`src/rtl/csi2tx_raw6_b2p.sv`:
```
// RAW6 byte-to-pixel unpacker: 32-bit LSB-first payload words in, one 6-bit pixel per handshake out.
// Line length is taken from the word count at line_start; padding and remainder bits are dropped at line end.
module csi2tx_raw6_b2p #(
  parameter int WC_W  = 16,
  parameter int BUF_W = 44
) (
  input  logic            clk,
  input  logic            rst_n,
  input  logic            raw6_convrn_enable,
  input  logic            line_start,
  input  logic [WC_W-1:0] line_wc,
  input  logic [31:0]     dw,
  input  logic            dw_vld,
  output logic            dw_rdy,
  output logic [5:0]      pixel_data,
  output logic            pixel_vld,
  input  logic            pixel_rdy,
  output logic            pixel_last,
  output logic            line_done,
  output logic            wc_err
);

  localparam int CNT_W = $clog2(BUF_W + 1);

  typedef enum logic {IDLE, ACTIVE} state_t;

  state_t           state;
  logic [BUF_W-1:0] buffer;
  logic [CNT_W-1:0] bit_cnt;
  logic [WC_W:0]    pix_left;
  logic [WC_W-1:0]  words_left;

  logic             accept;
  logic             pop;
  logic [BUF_W-1:0] buf_shift;
  logic [BUF_W-1:0] word_ins;
  logic [CNT_W-1:0] cnt_shift;
  logic [WC_W+1:0]  wc_x4;
  logic [WC_W:0]    wc_plus3;

  assign dw_rdy     = (state == ACTIVE) && (words_left != '0) && (bit_cnt <= CNT_W'(11));
  assign pixel_vld  = (state == ACTIVE) && (bit_cnt >= CNT_W'(6)) && (pix_left != '0);
  assign pixel_data = buffer[5:0];
  assign pixel_last = pixel_vld && (pix_left == (WC_W+1)'(1));

  assign accept   = dw_vld && dw_rdy;
  assign pop      = pixel_vld && pixel_rdy;
  assign wc_x4    = {line_wc, 2'b00};
  assign wc_plus3 = {1'b0, line_wc} + (WC_W+1)'(3);

  // A same-cycle pop shifts first, so the incoming word lands at bit_cnt-6.
  always_comb begin
    buf_shift = pop ? (buffer >> 6) : buffer;
    cnt_shift = pop ? (bit_cnt - CNT_W'(6)) : bit_cnt;
    word_ins  = BUF_W'(dw) << cnt_shift;
  end

  always_ff @(posedge clk) begin
    if (!rst_n || !raw6_convrn_enable) begin
      state      <= IDLE;
      buffer     <= '0;
      bit_cnt    <= '0;
      pix_left   <= '0;
      words_left <= '0;
      line_done  <= 1'b0;
      wc_err     <= 1'b0;
    end else begin
      line_done <= 1'b0;
      wc_err    <= 1'b0;
      if (line_start) begin
        buffer     <= '0;
        bit_cnt    <= '0;
        pix_left   <= (WC_W+1)'(wc_x4 / (WC_W+2)'(3));
        words_left <= {1'b0, wc_plus3[WC_W:2]};
        wc_err     <= (line_wc % WC_W'(3)) != '0;
        if (line_wc == '0) begin
          state     <= IDLE;
          line_done <= 1'b1;
        end else begin
          state <= ACTIVE;
        end
      end else if (state == ACTIVE) begin
        if (pop && pixel_last) begin
          state      <= IDLE;
          buffer     <= '0;
          bit_cnt    <= '0;
          pix_left   <= '0;
          words_left <= '0;
          line_done  <= 1'b1;
        end else begin
          buffer  <= accept ? (buf_shift | word_ins) : buf_shift;
          bit_cnt <= accept ? (cnt_shift + CNT_W'(32)) : cnt_shift;
          if (accept) words_left <= words_left - WC_W'(1);
          if (pop)    pix_left   <= pix_left - (WC_W+1)'(1);
        end
      end
    end
  end

`ifndef SYNTHESIS
  bit_cnt_max: assert property (@(posedge clk) bit_cnt <= CNT_W'(BUF_W - 1));
`endif

endmodule

```
`config.mk`:
```
export PLATFORM = sky130hd
export DESIGN_NAME = csi2tx_raw6_b2p
export DESIGN_NICKNAME = d
export VERILOG_FILES = /design/src/rtl/csi2tx_raw6_b2p.sv
export SDC_FILE = /design/constraint.sdc
export NUM_CORES = 1
export LEC_CHECK = 0
export CAP_MARGIN = 5
export CORE_MARGIN = 3
export CORE_UTILIZATION = 55
export CTS_BUF_LIST = sky130_fd_sc_hd__clkbuf_16
export DETAILED_ROUTE_END_ITERATION = 7
export GPL_ROUTABILITY_DRIVEN = 0
export GPL_TIMING_DRIVEN = 1
export PLACE_DENSITY = 0.76
export SYNTH_ARGS = -nofsm -noshare
export SYNTH_HDL_FRONTEND = slang
export SYNTH_SLANG_ARGS = --single-unit
```
`constraint.sdc`:
```
create_clock -name clk -period 6.4 [get_ports clk]
set_input_delay 0.96 -clock clk [delete_from_list [all_inputs] [get_ports clk]]
set_output_delay 0.96 -clock clk [all_outputs]
set_load 0.005 [all_outputs]
```
Yosys cells after proc, flatten, opt, wreduce, memory -nomap -nowiden
Index checks and enable logic that the tools add are counted.
Word-level totals
  register bits after elaboration: 86
  bits of input ports: 54
  output and inout bits: 11
  word-level logic and storage cells: 67
Cells by class
  add/sub/neg operators: 5
  div/mod/pow operators: 2
  order comparisons: 2
  equal/unequal tests: 1
  shift-type cells: 1
  multiplexer cells: 22
  bitwise logic cells: 2
  reductions and logical operators: 24
Operator list (count)
  $mux W44: 3
  $mux W17: 4
  $or A44 B44 Y44: 1
  $shl A32 B6 Y44: 1
  $mux W16: 2
  $reduce_bool A16 Y1: 2
  $mux W15: 2
  $div A18 B2 Y18 const B: 1
  $mux W6: 3
  $add A16 B2 Y17 const B: 1
  $eq A17 B1 Y1 const B: 1
  $reduce_bool A17 Y1: 1
  $sub A17 B1 Y17 const B: 1
  $logic_not A16 Y1: 1
  $mod A16 B2 Y16 const B: 1
  $sub A16 B1 Y16 const B: 1
  $logic_and A1 B1 Y1: 8
  $mux W1: 8
  $add A6 B6 Y6 const B: 1
  $ge A6 B3 Y1 const B: 1
  $le A6 B4 Y1 const B: 1
  $reduce_and A2 Y1: 3
  $reduce_bool A3 Y1: 2
  $sub A6 B3 Y6 const B: 1
  5 further kinds: 8

Logic depth before layout (Yosys ltp)
  depth after elaboration: 9
  depth in mapped cells: 26

Worst setup path after synthesis
No wires, ideal clock.
  path kind: input to register
  start point: input port line_wc[11]
  end point: register pix_left[0]
  library setup time: 0.130 ns
  data arrival time: 5.648 ns
  data required time: 6.270 ns
  setup slack: 0.622 ns
  cell stages on the path: 26
  buffers on the path: 6
  path through: buf_6 > or4b_4 > a21oi_2 > o2bb2ai_2 > and3_1 > buf_6 > or4_1 > o211a_2 > and2_4 > buf_6 > nand2_2 > o22ai_1 > or4_1 > buf_2 > buf_6 > nor2_1 > mux2_2 > ha_1 > clkbuf_1 > nor2_1 > a32oi_1 > o211ai_2 > ha_1 > inv_1 > o41ai_1 > o32ai_1
Between the ends
  cells in the longest elaborated chain, start to end: 2
Ends and longest elaborated chain
  start: declaration: RTL line 11  | input logic [WC_W-1:0] line_wc,
  $div A18 B2 Y18: RTL line 73  | pix_left <= (WC_W+1)'(wc_x4 / (WC_W+2)'(3));
  $mux W17: RTL line 70  | if (line_start) begin
  end signal: assignment: RTL line 73
  end signal: assignment: RTL line 94  | if (pop) pix_left <= pix_left - (WC_W+1)'(1);
  end: declaration: RTL line 30  | logic [WC_W:0] pix_left;
Every way passes these cells.
A chain may end at the register's enable or synchronous reset.

Worst setup path in the final report
  start point: input port line_wc[14]
  end point: register pix_left[0]
The elaborated chain is that of the path after synthesis.

==> impl.org <==
** Global routing
- Number of global-route vias before repair :: 6,768
- The first global-routing pass estimated 33.6 mm of wire.
- For this run, the total global-route usage over all layers was measured as 27.2%.
- The initial antenna violation count is 0.
- Total congestion overflow :: 0
- Pin count of the biggest net entering global routing :: 45

** Critical path
- For this run, the slowest stage of the critical path takes 530 ps.
- Number of cells on the critical path :: 23
- Worst Reg-to-Reg Cells :: 14
- Among cell families on the critical path, the largest total delay comes from compound AO/OA/AOI/OAI gates.
- Reg2reg setup slack :: 1830 ps
- Capture point of the worst reg-to-reg path :: buffer[22]
- Arrival time of data at the critical path endpoint :: 6220 ps
- The setup path with the least slack is of type input port to flop.
- Worst flop-to-flop path startpoint :: words_left[0]
- Count of buffering cells on the critical path with inverters included :: 5
- In this run the worst setup path begins at line_wc[14].
- List of cells traversed by the critical path :: clkdlybuf4s50_1, buf_4, or3b_1, a21oi_1, o21ai_0, nand3_2, a32oi_1, o211a_2, nand2_1, buf_4, a211oi_1, a31oi_1, a2bb2oi_1, nor2_1, mux2_2, ha_1, inv_1, a32oi_1, o211ai_2, ha_1, inv_1, o41ai_1, o32ai_1
- CP Data Required Time :: 6620 ps
- In this run the worst path has a maximum fanout of 21.
- Nature of the critical path startpoint :: input port
- STA classifies the critical path endpoint as a flop.
- CP max stage cell :: sky130_fd_sc_hd__clkdlybuf4s50_1
- Capturing instance or port of the critical path :: pix_left[0]

** Synthesis
- Share of flip-flops with an asynchronous set or reset :: 0%
- The synthesized design contains 85 register bits.
- Synthesized-area fraction occupied by adder cells :: 1.35%
- Mean instance size in the synthesized netlist :: 6.96 um^2
- When the netlist entered floorplanning its net count stood at 1,125.
- Synthesized-area fraction occupied by ao, oa, aoi and oai cells :: 30.1%
- The synthesized netlist devotes 24.5% of its cell area to simple gates.
- Sequential element share of the synthesized area :: 23.0%
- Count of different cell masters after synthesis :: 79
- Synthesis produced a netlist whose cell count is 1,063.
- In this run, synthesis inferred 0 flip-flops with an integrated enable.
- Fraction of synthesized area in multiplexers :: 10.3%
- For this run, the leading register cell type out of synthesis is sky130_fd_sc_hd__dfxtp_1.
- Dominant combinational cell family by area after synthesis :: compound AO/OA/AOI/OAI gates
- Post-Synth XOR/XNOR Area :: 3.67%
- Yosys printed 0 warnings.
- Ranked by total cell area, the synthesized netlist is headed by sky130_fd_sc_hd__dfxtp_1 23%, sky130_fd_sc_hd__mux2i_1 9.9%, sky130_fd_sc_hd__a21oi_1 7.0%.
- Of all cell types, the one taking the most synthesized area is sky130_fd_sc_hd__dfxtp_1.
- The synthesized netlist occupies a cell area of 7400 um^2.
- Of the post-synthesis cell area, the dominant cell type holds 23.0%.
- Sorting the synthesized cells by how often they occur yields 125 x sky130_fd_sc_hd__nand2_1, 106 x sky130_fd_sc_hd__nor2_1, 103 x sky130_fd_sc_hd__a21oi_1, 103 x sky130_fd_sc_hd__o21ai_0, 85 x sky130_fd_sc_hd__dfxtp_1.
- Most common cell in the synthesized netlist :: sky130_fd_sc_hd__nand2_1

** Clock network
- Sinks on the clock net :: 85
- H-tree lvl count :: 3
- For this design, the CTS-stage hold fixing added 0 buffers.
- Clock Pin Slew Worst Setup and Hold Paths :: 60 ps
- Clock Path Buffers :: 2
- Latest clock arrival within the worst-skew pair :: 340 ps
- Post-CTS resize count :: 0
- Buffers inserted during clock tree synthesis total 9.
- TritonCTS built the clock tree.
- The tree is rooted in a sky130_fd_sc_hd__clkbuf_16.
- Post-CTS Setup Repair Bufs :: 0

** Timing
- Slew of the pin with the lowest slew margin :: 1020 ps
- Between clock sinks in the finished design, the worst skew comes to 7.25 ps.
- The worst path in the final design needs a cycle of 6000 ps, including I/O delays and setup.
- The count of pins over their slew limit was 0.
- The worst pin sits at a relative slew slack of 31.6%.
- Setup violations remaining at the end of the flow were counted as 0.
- Post-route clock period utilization :: 93.8%
- Hold violation total from the final report :: 0
- Highest clock frequency the design can meet :: 0.167 GHz

** Routing
- Via count :: 7,966
- The detailed router finished its first iteration with 912 violations.
- Pre-Repair DR Iteration Count :: 5
- Post-detailed-route via-to-cell ratio :: 6.34
- Remaining antenna violation count after routing :: 0
- DRC :: 0
- Routed len/inst :: 16.5 um
- Summed over all layers, the routed wires come to 20.8 mm.

** Floorplan
- In this run the count of I/O pins placed on the die edge is 65.
- Area enclosed by the die boundary :: 14,900 um^2
- Die height :: 122 um
- From left edge to right edge, the die measures 122 um.
- In this run the core area contains 41 standard-cell rows.
- The core region is 12,900 um^2.
- For this configuration, the core starts out at a cell density of 57.5%.

** Power
- For this design the ratio of total power to cell area is 184 nW/um^2.
- Cell leakage power :: 3.17 nW
- Overall power consumption after layout is estimated at 0.00154 W.
- Across the VDD grid, the largest voltage drop is 0.000136 V.

** Worst hold path
- The worst hold path belongs to the class flop to flop.

** Placed design
- Number of buffers added on ports :: 64
- Half-perimeter wire length after detailed placement :: 14.8 mm
- Counting tap cells, the placed design contains a total of 1,241 instances.

** Layout
- The filler cells instantiated in the layout total 1,178.
- Final net count :: 1,142
- Excluding fillers, the count of instances in the completed layout stands at 1,256.
- Antenna diode instance count :: 0
- Area growth, synth to finish :: 13.4%
- The post-route netlist has 6.00% of its cells at a drive strength greater than 1.

** Run
- The tool flagged a number of max-cap violations equal to 0.

** Status
- Status :: completed
area by class of cell:
cell class	count	area, um^2	area share, %
clock buffer	9	225	2.68
tap	172	215	2.56
inverter	34	128	1.52
sequential	85	1700	20.3
multi-input combinational	855	5200	61.9
timing repair buffer	95	873	10.4
clock inverter	6	57.6	0.685
state kept, by name, summed over array words and instances (netlist names):
register,flops
bit_cnt,5
buffer,44
line_done,1
pix_left,17
state,1
wc_err,1
words_left,16
cell families (layout without fill, tap and decap cells):
logic type,Yosys count,after routing
simple gates,383,383
compound gates,357,357
xor+xnor,31,31
buf+inv,123,144
mux,76,76
fa+ha+maj,8,8
flops,85,85
metal layers:
metal / up-vias / GRT usage, % / wire, um
met4: 0 / 5.25 / 172
li1: 3911 / - / -
met2: 355 / 40.3 / 9060
met5: - / 0 / 0
met3: 22 / 3.57 / 1690
met1: 3678 / 42.1 / 9850
report_power, final:
| part | switching, W | internal (W) | leakage, nW |
|---|---|---|---|
| Combinational | 0.000283 | 0.000199 | 2.34 |
| Clock | 0.000211 | 0.000297 | 0.142 |
| Sequential | 0.0000125 | 0.000542 | 0.688 |
| Total | 0.000506 | 0.00104 | 3.17 |
worst reg2reg max path, cell delays in order (launching register included):
cell                      delay [ps]
sky130_fd_sc_hd__dfxtp_1         340
sky130_fd_sc_hd__inv_1            70
sky130_fd_sc_hd__ha_1            210
sky130_fd_sc_hd__nand2_1          80
sky130_fd_sc_hd__or3_1           350
sky130_fd_sc_hd__or3_1           370
sky130_fd_sc_hd__or3_1           370
sky130_fd_sc_hd__or3_1           360
sky130_fd_sc_hd__or3_1           380
sky130_fd_sc_hd__o311a_1         340
sky130_fd_sc_hd__and2_1          290
sky130_fd_sc_hd__nand2_1         800
sky130_fd_sc_hd__nor2_1          110
sky130_fd_sc_hd__a21oi_1         240
sky130_fd_sc_hd__o21ai_0         130
per-stage QoR:
stage	TNS, ps	utilization, %	cell area, um^2	setup slack, ps	hold slack, ps
floorplan	0	-	7400	622	425
global placement	0	63.0	8110	240	433
detailed placement	0	63.0	8110	61.3	442
CTS	0	65.2	8390	406	456
global route	-43.1	65.2	8400	-43.1	474
finish	0	65.2	8400	395	451
placed cells by master (no fill, tap or decap), types with 7 or more instances in the layout:
cell,instances
sky130_fd_sc_hd__a211oi_1,21
sky130_fd_sc_hd__a21oi_1,103
sky130_fd_sc_hd__a22oi_1,14
sky130_fd_sc_hd__a31oi_1,14
sky130_fd_sc_hd__and2_1,10
sky130_fd_sc_hd__and3_1,11
sky130_fd_sc_hd__buf_4,31
sky130_fd_sc_hd__clkbuf_16,9
sky130_fd_sc_hd__clkdlybuf4s50_1,64
sky130_fd_sc_hd__dfxtp_1,85
sky130_fd_sc_hd__ha_1,8
sky130_fd_sc_hd__inv_1,35
sky130_fd_sc_hd__mux2i_1,73
sky130_fd_sc_hd__nand2_1,125
sky130_fd_sc_hd__nand2b_1,9
sky130_fd_sc_hd__nand3_1,19
sky130_fd_sc_hd__nand4_1,7
sky130_fd_sc_hd__nor2_1,106
sky130_fd_sc_hd__nor2b_1,9
sky130_fd_sc_hd__nor3_1,29
sky130_fd_sc_hd__nor4_1,10
sky130_fd_sc_hd__o21ai_0,103
sky130_fd_sc_hd__o22ai_1,17
sky130_fd_sc_hd__o31ai_1,14
sky130_fd_sc_hd__or3_1,18
sky130_fd_sc_hd__xnor2_1,21
sky130_fd_sc_hd__xor2_1,9
worst min-delay path by stage:
stage	startpoint	to	slack, ps	cells after the start
6_report	buffer[32]	buffer[32]	450	2
5_1_grt	buffer[31]	buffer[31]	470	2
4_1_cts	buffer[20]	buffer[20]	460	2
3_5_place_dp	buffer[20]	buffer[20]	440	2
3_3_place_gp	buffer[1]	buffer[1]	430	2
2_1_floorplan	buffer[14]	buffer[14]	430	2
Power figures use the tool's default switching activity.
